## src/rtl/lsu_dmem_if.sv

```systemverilog
// Load/store unit data-memory interface: aligns byte/half/word accesses onto a 32-bit bus.
// Define LSU_TIMEOUT_EN to abandon a request or response that takes longer than 255 cycles.
//
// state  | meaning
// IDLE   | no transaction; accepts a new aligned op
// REQ    | dmem_req_o high, waiting for dmem_gnt_i
// WAIT   | load granted, waiting for dmem_rvalid_i
module lsu_dmem_if (
    input  logic        clk_i,
    input  logic        rstn_i,
    input  logic        valid_i,
    input  logic        is_load_i,
    input  logic        is_store_i,
    input  logic [1:0]  size_i,
    input  logic [31:0] addr_i,
    input  logic [31:0] wdata_i,
    input  logic        flush_i,
    output logic        dmem_req_o,
    output logic        dmem_we_o,
    output logic [3:0]  dmem_be_o,
    output logic [31:0] dmem_addr_o,
    output logic [31:0] dmem_wdata_o,
    input  logic        dmem_gnt_i,
    input  logic        dmem_rvalid_i,
    input  logic [31:0] dmem_rdata_i,
    output logic        busy_o,
    output logic        done_o,
    output logic [31:0] rdata_o,
    output logic        misaligned_o,
    output logic        err_o
);

    typedef enum logic [1:0] {S_IDLE, S_REQ, S_WAIT} state_t;

    state_t      state_q, state_d;
    logic        kill_q, kill_d;
    logic [31:0] addr_q, wdata_q, rdata_q;
    logic [3:0]  be_q;
    logic        we_q, done_q, mis_q;
    logic [1:0]  size_q, off_q;

    logic        op_valid, aligned, start, kill_now;
    logic        st_done, ld_done, tmo, tmo_fire;
    logic [3:0]  be_calc;
    logic [31:0] wdata_calc, ld_shift, ld_data;

    assign op_valid = valid_i & (is_load_i | is_store_i);
    assign start    = op_valid & aligned & ~flush_i & (state_q == S_IDLE);
    assign kill_now = kill_q | flush_i;

    always_comb begin
        aligned    = 1'b1;
        be_calc    = 4'b1111;
        wdata_calc = wdata_i;
        case (size_i)
            2'd0: begin
                be_calc    = 4'b0001 << addr_i[1:0];
                wdata_calc = {4{wdata_i[7:0]}};
            end
            2'd1: begin
                aligned    = ~addr_i[0];
                be_calc    = addr_i[1] ? 4'b1100 : 4'b0011;
                wdata_calc = {2{wdata_i[15:0]}};
            end
            default: aligned = (addr_i[1:0] == 2'b00);
        endcase
    end

    assign ld_shift = dmem_rdata_i >> {off_q, 3'b000};
    always_comb begin
        case (size_q)
            2'd0:    ld_data = {24'd0, ld_shift[7:0]};
            2'd1:    ld_data = {16'd0, ld_shift[15:0]};
            default: ld_data = ld_shift;
        endcase
    end

    assign st_done  = (state_q == S_REQ)  & dmem_gnt_i & we_q & ~kill_now;
    assign ld_done  = (state_q == S_WAIT) & dmem_rvalid_i & ~kill_now;
    // A completing handshake wins over a timeout landing in the same cycle.
    assign tmo_fire = tmo & ~((state_q == S_REQ) & dmem_gnt_i)
                          & ~((state_q == S_WAIT) & dmem_rvalid_i);

    always_comb begin
        state_d = state_q;
        case (state_q)
            S_IDLE: if (start) state_d = S_REQ;
            S_REQ: begin
                if (dmem_gnt_i)    state_d = we_q ? S_IDLE : S_WAIT;
                else if (tmo_fire) state_d = S_IDLE;
            end
            S_WAIT: begin
                if (dmem_rvalid_i) state_d = S_IDLE;
                else if (tmo_fire) state_d = S_IDLE;
            end
            default: state_d = S_IDLE;
        endcase
        kill_d = (state_d != S_IDLE) & kill_now;
    end

    always_ff @(posedge clk_i) begin
        if (!rstn_i) begin
            state_q <= S_IDLE;
            kill_q  <= 1'b0;
            addr_q  <= '0;
            be_q    <= '0;
            we_q    <= 1'b0;
            wdata_q <= '0;
            size_q  <= '0;
            off_q   <= '0;
            done_q  <= 1'b0;
            mis_q   <= 1'b0;
            rdata_q <= '0;
        end else begin
            state_q <= state_d;
            kill_q  <= kill_d;
            done_q  <= st_done | ld_done;
            mis_q   <= op_valid & ~aligned & ~flush_i & (state_q == S_IDLE);
            if (start) begin
                addr_q  <= {addr_i[31:2], 2'b00};
                be_q    <= be_calc;
                we_q    <= is_store_i;
                wdata_q <= wdata_calc;
                size_q  <= size_i;
                off_q   <= addr_i[1:0];
            end
            if (ld_done) rdata_q <= ld_data;
        end
    end

`ifdef LSU_TIMEOUT_EN
    logic [7:0] cnt_q;
    logic       err_q;

    // Firing on 254 means the abort edge is the one where the count reaches 255.
    assign tmo = (state_q != S_IDLE) & (cnt_q == 8'd254);

    always_ff @(posedge clk_i) begin
        if (!rstn_i) begin
            cnt_q <= '0;
            err_q <= 1'b0;
        end else begin
            err_q <= tmo_fire;
            if (start)                    cnt_q <= '0;
            else if (state_q != S_IDLE)   cnt_q <= cnt_q + 8'd1;
        end
    end
    assign err_o = err_q;
`else
    assign tmo   = 1'b0;
    assign err_o = 1'b0;
`endif

    assign dmem_req_o   = (state_q == S_REQ);
    assign dmem_we_o    = we_q;
    assign dmem_be_o    = be_q;
    assign dmem_addr_o  = addr_q;
    assign dmem_wdata_o = wdata_q;
    assign busy_o       = start | (state_q != S_IDLE);
    assign done_o       = done_q;
    assign rdata_o      = rdata_q;
    assign misaligned_o = mis_q;

endmodule
```

## config.mk

```make
export PLATFORM = sky130hd
export DESIGN_NAME = lsu_dmem_if
export DESIGN_NICKNAME = d
export VERILOG_FILES = /design/src/rtl/lsu_dmem_if.sv
export SDC_FILE = /design/constraint.sdc
export NUM_CORES = 1
export LEC_CHECK = 0
export CORE_ASPECT_RATIO = 1.75
export CORE_MARGIN = 2
export CORE_UTILIZATION = 46
export DETAILED_ROUTE_END_ITERATION = 8
export GPL_TIMING_DRIVEN = 0
export HOLD_SLACK_MARGIN = 0.15
export PLACE_DENSITY = 0.91
export SYNTH_ARGS = -nofsm -noshare
export SYNTH_HDL_FRONTEND = slang
export SYNTH_SLANG_ARGS = --single-unit
```

## constraint.sdc

```tcl
create_clock -name clk_i -period 4.5 [get_ports clk_i]
set_clock_uncertainty 0.15 [all_clocks]
set_input_delay 0.45 -clock clk_i [delete_from_list [all_inputs] [get_ports clk_i]]
set_output_delay 0.45 -clock clk_i [all_outputs]
set_load 0.02 [all_outputs]
```

==> flow_summary.toml, run 1 <==
[clock_tree]
cts_tree = "done"
cts_buffer_depth = 2
path_clk_slew_ns = 0.07
clk_latency_ns = 0.34
cts-root-buf = "clkbuf_16"
cts_resized = 0
hold_buffers = 0
numCtsBuffers = 9
cts_setup_buffers = 0
htree_num_levels = 3
cts_num_sinks = 108

[yosys]
muxShareOfSynthArea_pct = 15.9
synthCells = 566
synth_edf_count = 0
synth-xor-area-share_pct = 0
syn_area_um2 = 4960
yosysSeqAreaShare_pct = 43.5
ys_warn_count = 0
avgSynthCellArea_um2 = 8.77
synthDistinctLibCells = 33
synth_flop_cell = "dfxtp_1"
synth-compound-area-share_pct = 15.3
synthArstFlopShare_pct = 0
yosys.area_share.simple_pct = 18.7
yosys-top-cells-area = "dfxtp_1 (44%), mux2i_1 (14%), nand2_1 (8.9%)"
synth_top_cell_area_share_pct = 43.5
synth_top_area_cell = "dfxtp_1"
ys_ff_latch = 108
synth_top_family_by_area = "simple AND/OR/NAND/NOR gates"
synth_fa_ha_area_share_pct = 0

[pwr]
switchingPower_mw = 0.547
sequentialPowerShare_pct = 44.2
power_per_cell_area_nw_per_um2 = 299
power.share.combinational_pct = 17.1
p_int_mw = 1.71
power.leakage_nw = 2.95
vdd_drop_max_uv = 265
p_clk_share_pct = 38.7
switching_share_pct = 24.3

[setup_path]
worstPathRequired_ns = 3.90
arrival_ns = 2.72
reg2regPathDepth = 4
crit_fanout = 10
cp-end-kind = "output pin"
crit_type = "in -> out"
start_kind = "input pin"

[grt]
antenna_found_initial = 0
grt_max_degree = 17
grt_pass1_vias = 5208
grt_use_total_pct = 29.2
overflow = 0
grt_pass1_wl_um = 26000

[job]
maxCapViolations = 0

[timing]
hold_slack_ns = 0.300
timing.fmax_mhz = 301
tightest_slew_ns = 0.685
setup_viol = 0
slew_headroom_pct = 54.3
hold_viol_final = 0
rsz0062_at_grt = "false"
final.setup.tns_ns = 0
drv_slew = 0
period_needed_ns = 3.32
period_share_pct = 73.7

[placement]
dpl.hpwl_um = 13400
place_area_um2 = 7210
place_congestion = 1.05
numPortBuffers = 207
dp.cells = 905

[min_path]
hp-class = "reg -> reg"
hold_depth = 2

[floorplan]
io-pin-count = 212
floorplan.core_area_um2 = 10600
rows = 50
start_util_pct = 46.7
die_width_um = 82.5
die_height_um = 141
dieArea_um2 = 11700

[finish]
drive_above_1_share_pct = 6.45
finalNetCount = 892
synthToLayoutAreaGrowth_pct = 51.9
instances_no_fill = 921
fin_util_pct = 70.9
final_cell_area_um2 = 7540
diodes = 0

[detailed_routing]
dr.pass1.iters = 8
finalWirelength_um = 17000
remaining_drc_errors = 0
ant_nets = 0
vias = 5048
drt-wirelength-per-cell_um = 18.5
viasPerCell = 5.48
first_iter_violations = 204

[outcome]
outcome = "finished, final reports clean"
[flip-flops by register name, indices dropped and copies added (netlist names)]
name / count
done_o: 1
dmem_wdata_o: 32
state_q: 2
dmem_be_o: 4
dmem_we_o: 1
misaligned_o: 1
kill_q: 1
size_q: 2
off_q: 2
rdata_o: 32
dmem_addr_o: 30
[path summary, 6_finish.rpt]
| check | to | slack (ns) | startpoint |
|---|---|---|---|
| worst max register to register | rdata_o[15] | 2.59 | off_q[1] |
| worst min-delay path | dmem_wdata_o[0] | 0.30 | dmem_wdata_o[0] |
| worst min register to register | dmem_wdata_o[0] | 0.30 | dmem_wdata_o[0] |
| worst max-delay path | busy_o | 1.18 | addr_i[1] |
[worst max-delay path, stage by stage]
cell and delay, ns:
clkdlybuf4s50_1 0.52, o21ai_2 0.37, clkbuf_1 0.45, o2111ai_1 0.18, nand2_1 0.11, clkdlybuf4s50_1 0.63
[cell usage after synthesis, types with 7 or more instances]
cell / n
nand2_1: 118
dfxtp_1: 108
mux2i_1: 70
nand3_1: 43
clkbuf_1: 33
o21ai_1: 33
nand4_1: 22
o211a_1: 19
a21boi_1: 17
o21ai_0: 14
nor2_1: 13
buf_2: 11
a21oi_1: 10
a32o_1: 8
mux2_2: 8
nor2b_1: 7
[stage by stage]
| step | setup WS [ns] | total power, mW |
|---|---|---|
| after CTS | 1.19 | 2.26 |
| final | 1.18 | 2.25 |
| after global routing | 1.04 | 2.34 |
| after global placement | 1.25 | 1.39 |
| after floorplan | 2.55 | 1.19 |
| after detailed placement | 1.20 | 1.40 |
[power groups by stage]
stage	clock [mW]	sequential, mW	combinational, mW
global route	0.929	0.999	0.409
global placement	0	1.02	0.371
detailed placement	0	1.02	0.379
finish	0.871	0.996	0.385
CTS	0.887	0.996	0.382
floorplan	0	1.05	0.148
[cell families (layout without fill, tap and decap cells)]
| kind of cell | after synthesis | count (layout) |
|---|---|---|
| compound gates | 110 | 110 |
| flops | 108 | 108 |
| buf+inv | 60 | 283 |
| simple gates | 209 | 209 |
| mux | 78 | 78 |
| other cells | 1 | 3 |
[area by class of cell]
cell class	count	area (um2)
clock buffers	12	267
inverters	4	15.0
fillers	833	3090
repair buffers	207	2070
flip-flops and latches	108	2160
clock inverters	4	70.1
multi-input cells	400	2490
well taps	130	163
plain buffers	56	303
[cells in the final DEF (no fill, tap or decap), types with 2 or more instances in the layout]
cell type	instances
inv_1	4
nand4_1	22
nor2b_1	7
a21oi_1	10
o21ai_1	33
mux2_2	8
clkbuf_8	3
o211a_1	19
buf_6	5
nor2_1	13
o21ai_0	14
nand3_1	43
a32o_1	8
dfxtp_1	108
nand2_1	118
bufinv_16	2
nor2_2	2
conb_1	3
clkdlybuf4s50_1	207
clkbuf_16	9
buf_2	11
clkinv_2	2
o2111ai_1	3
buf_4	5
a21boi_1	17
clkbuf_1	33
mux2i_1	70
buf_8	2
[metal layers]
metal	wire length (um)	up-vias	share of wire (%)	GRT usage, %
met5	0	-	0	0
met3	1440	61	8.5	8.08
met4	931	0	5.5	17.2
met1	5790	2307	34	28.1
li1	-	2412	-	-
met2	8830	268	52	53.1
No activity file was read; power rests on OpenSTA's default activity.
==> run 2, diff against run 1 <==
--- a/config.mk
+++ b/config.mk
@@ -7,11 +7,11 @@
 export LEC_CHECK = 0
 export CORE_ASPECT_RATIO = 1.75
 export CORE_MARGIN = 2
-export CORE_UTILIZATION = 46
+export CORE_UTILIZATION = 39
 export DETAILED_ROUTE_END_ITERATION = 8
 export GPL_TIMING_DRIVEN = 0
 export HOLD_SLACK_MARGIN = 0.15
-export PLACE_DENSITY = 0.91
+export PLACE_DENSITY = 0.83
 export SYNTH_ARGS = -nofsm -noshare
 export SYNTH_HDL_FRONTEND = slang
 export SYNTH_SLANG_ARGS = --single-unit
==> constraint.sdc (replaced) <==
create_clock -name clk_i -period 3 [get_ports clk_i]
set_clock_uncertainty 0.15 [all_clocks]
set_input_delay 0.3 -clock clk_i [delete_from_list [all_inputs] [get_ports clk_i]]
set_output_delay 0.3 -clock clk_i [all_outputs]
set_load 0.02 [all_outputs]
==> flow_summary.toml, run 2 (synthesized netlist as in run 1, its figures left out) <==
[placement]
place_congestion = 0.962
dp_slack_ns = -0.0370
dp.cells = 943
numPortBuffers = 207
dpl.hpwl_um = 13100

[clock_tree]
cts_tree = "done"
path_clk_slew_ns = 0.07
cts_num_sinks = 108
htree_num_levels = 3
numCtsBuffers = 9
cts-root-buf = "clkbuf_16"
cts_setup_buffers = 0
hold_buffers = 0
clk_latency_ns = 0.35
cts_buffer_depth = 2

[floorplan]
die_height_um = 153
die_width_um = 89.3
floorplan.core_area_um2 = 12400
start_util_pct = 39.9
rows = 54
io-pin-count = 212
dieArea_um2 = 13700

[setup_path]
slowest_delay_ns = 0.64
crit_top_cell = "clkdlybuf4s50_1"
start_kind = "input pin"
cp-end-kind = "output pin"
worstPathRequired_ns = 2.55
crit_fanout = 10
crit_type = "in -> out"
worst-path-buf-inv = 3
arrival_ns = 2.44
worst_path_max_delay_cell = "clkdlybuf4s50_1"
crit_chain = "clkdlybuf4s50_1 > o21ai_2 > clkbuf_2 > o2111ai_1 > nand2_1 > clkdlybuf4s50_1"
critical_path.top_delay_family = "buffers and inverters"

[finish]
layout_commonest_cell = "clkdlybuf4s50_1"
synthToLayoutAreaGrowth_pct = 51.9
instances_no_fill = 960
finalNetCount = 892
mostFrequentLayoutCells = "clkdlybuf4s50_1 (207), nand2_1 (118), dfxtp_1 (108)"
fin_util_pct = 60.7
drive_above_1_share_pct = 6.57

[detailed_routing]
dr.pass1.iters = 5
remaining_drc_errors = 0
drt-wirelength-per-cell_um = 17.7
vias = 4956
viasPerCell = 5.16
ant_nets = 0
first_iter_violations = 222
finalWirelength_um = 17000

[timing]
hold_slack_ns = 0.296
period_share_pct = 96.3
period_needed_ns = 2.89
timing.fmax_mhz = 346
slew_headroom_pct = 57.4
rsz0062_at_grt = "false"
hold_viol_final = 0
setup_viol = 0
drv_slew = 0
tightest_slew_ns = 0.639
fin_ws_ns = 0.112

[grt]
overflow = 0
grt_pass1_wl_um = 25700
grt_max_degree = 20
grt_use_total_pct = 24.4
antenna_found_initial = 1
grt_pass1_vias = 4982

[pwr]
vdd_drop_max_uv = 315
power.leakage_nw = 2.92
power_per_cell_area_nw_per_um2 = 428

[job]
maxCapViolations = 0

[outcome]
outcome = "finished, final reports clean"

[min_path]
hp-class = "reg -> reg"
-- run 2: cell types whose count changed in the layout (fill, tap and decap cells not counted) --
| cell | previous run | this run |
|---|---|---|
| clkbuf_8 | 3 | 0 |
| bufinv_16 | 2 | 0 |
| clkinvlp_4 | 0 | 2 |
| inv_8 | 0 | 2 |
| clkbuf_1 | 33 | 32 |
| clkbuf_2 | 0 | 1 |
| clkinv_2 | 2 | 1 |
| clkinv_4 | 0 | 1 |
| diode_2 | 0 | 1 |
| inv_6 | 0 | 1 |
-- run 2: metal layers --
metal  track usage [%]  share of wire, %
met5                 0                 0
met4              12.2               4.9
met3              6.10               7.1
met2              44.4                53
met1              24.8                35
-- run 2: final timing paths --
| kind | start | to | slack, ns | cells after the start |
|---|---|---|---|---|
| worst max-delay path | addr_i[0] | busy_o | 0.11 | 6 |
| worst min-delay path | dmem_wdata_o[28] | dmem_wdata_o[28] | 0.30 | 2 |
| worst max register to register | state_q[1] | dmem_wdata_o[22] | 1.21 | 6 |
| worst min register to register | dmem_wdata_o[28] | dmem_wdata_o[28] | 0.30 | 2 |
-- run 2: final cells by class --
type	instances	area [um2]
Fill cell	1141	4890
Sequential cell	108	2160
Clock inverter	7	60.1
Tap cell	168	210
Timing Repair Buffer	207	2070
Multi-Input combinational cell	400	2490
Clock buffer	9	225
Buffer	56	304
Antenna cell	1	2.50
Inverter	4	15.0
-- run 2: tightest hold or removal path, stage by stage, from the launching register on --
cell and delay [ns]:
dfxtp_1 0.31, nand2_1 0.05, o21ai_1 0.05
-- run 2: power breakdown --
part	internal, mW	switching (mW)
clock network	0.579	0.584
registers	1.47	0.0206
logic	0.288	0.287
total	2.34	0.891
-- run 2: what timing repair did --
| item | CTS | global route |
|---|---|---|
| endpoints found under the setup margin | 1 | 0 |
| gates resized for setup | 1 | 0 |
| hold endpoints to repair | 0 | 0 |
-- run 2: stage by stage --
step / TNS [ns] / power, mW / area (um2)
floorplan: 0 / 1.79 / 4970
global placement: -0.0403 / 2.09 / 7250
detailed placement: -0.0370 / 2.10 / 7250
CTS: 0 / 3.25 / 7540
global route: 0 / 3.35 / 7540
finish: 0 / 3.23 / 7540
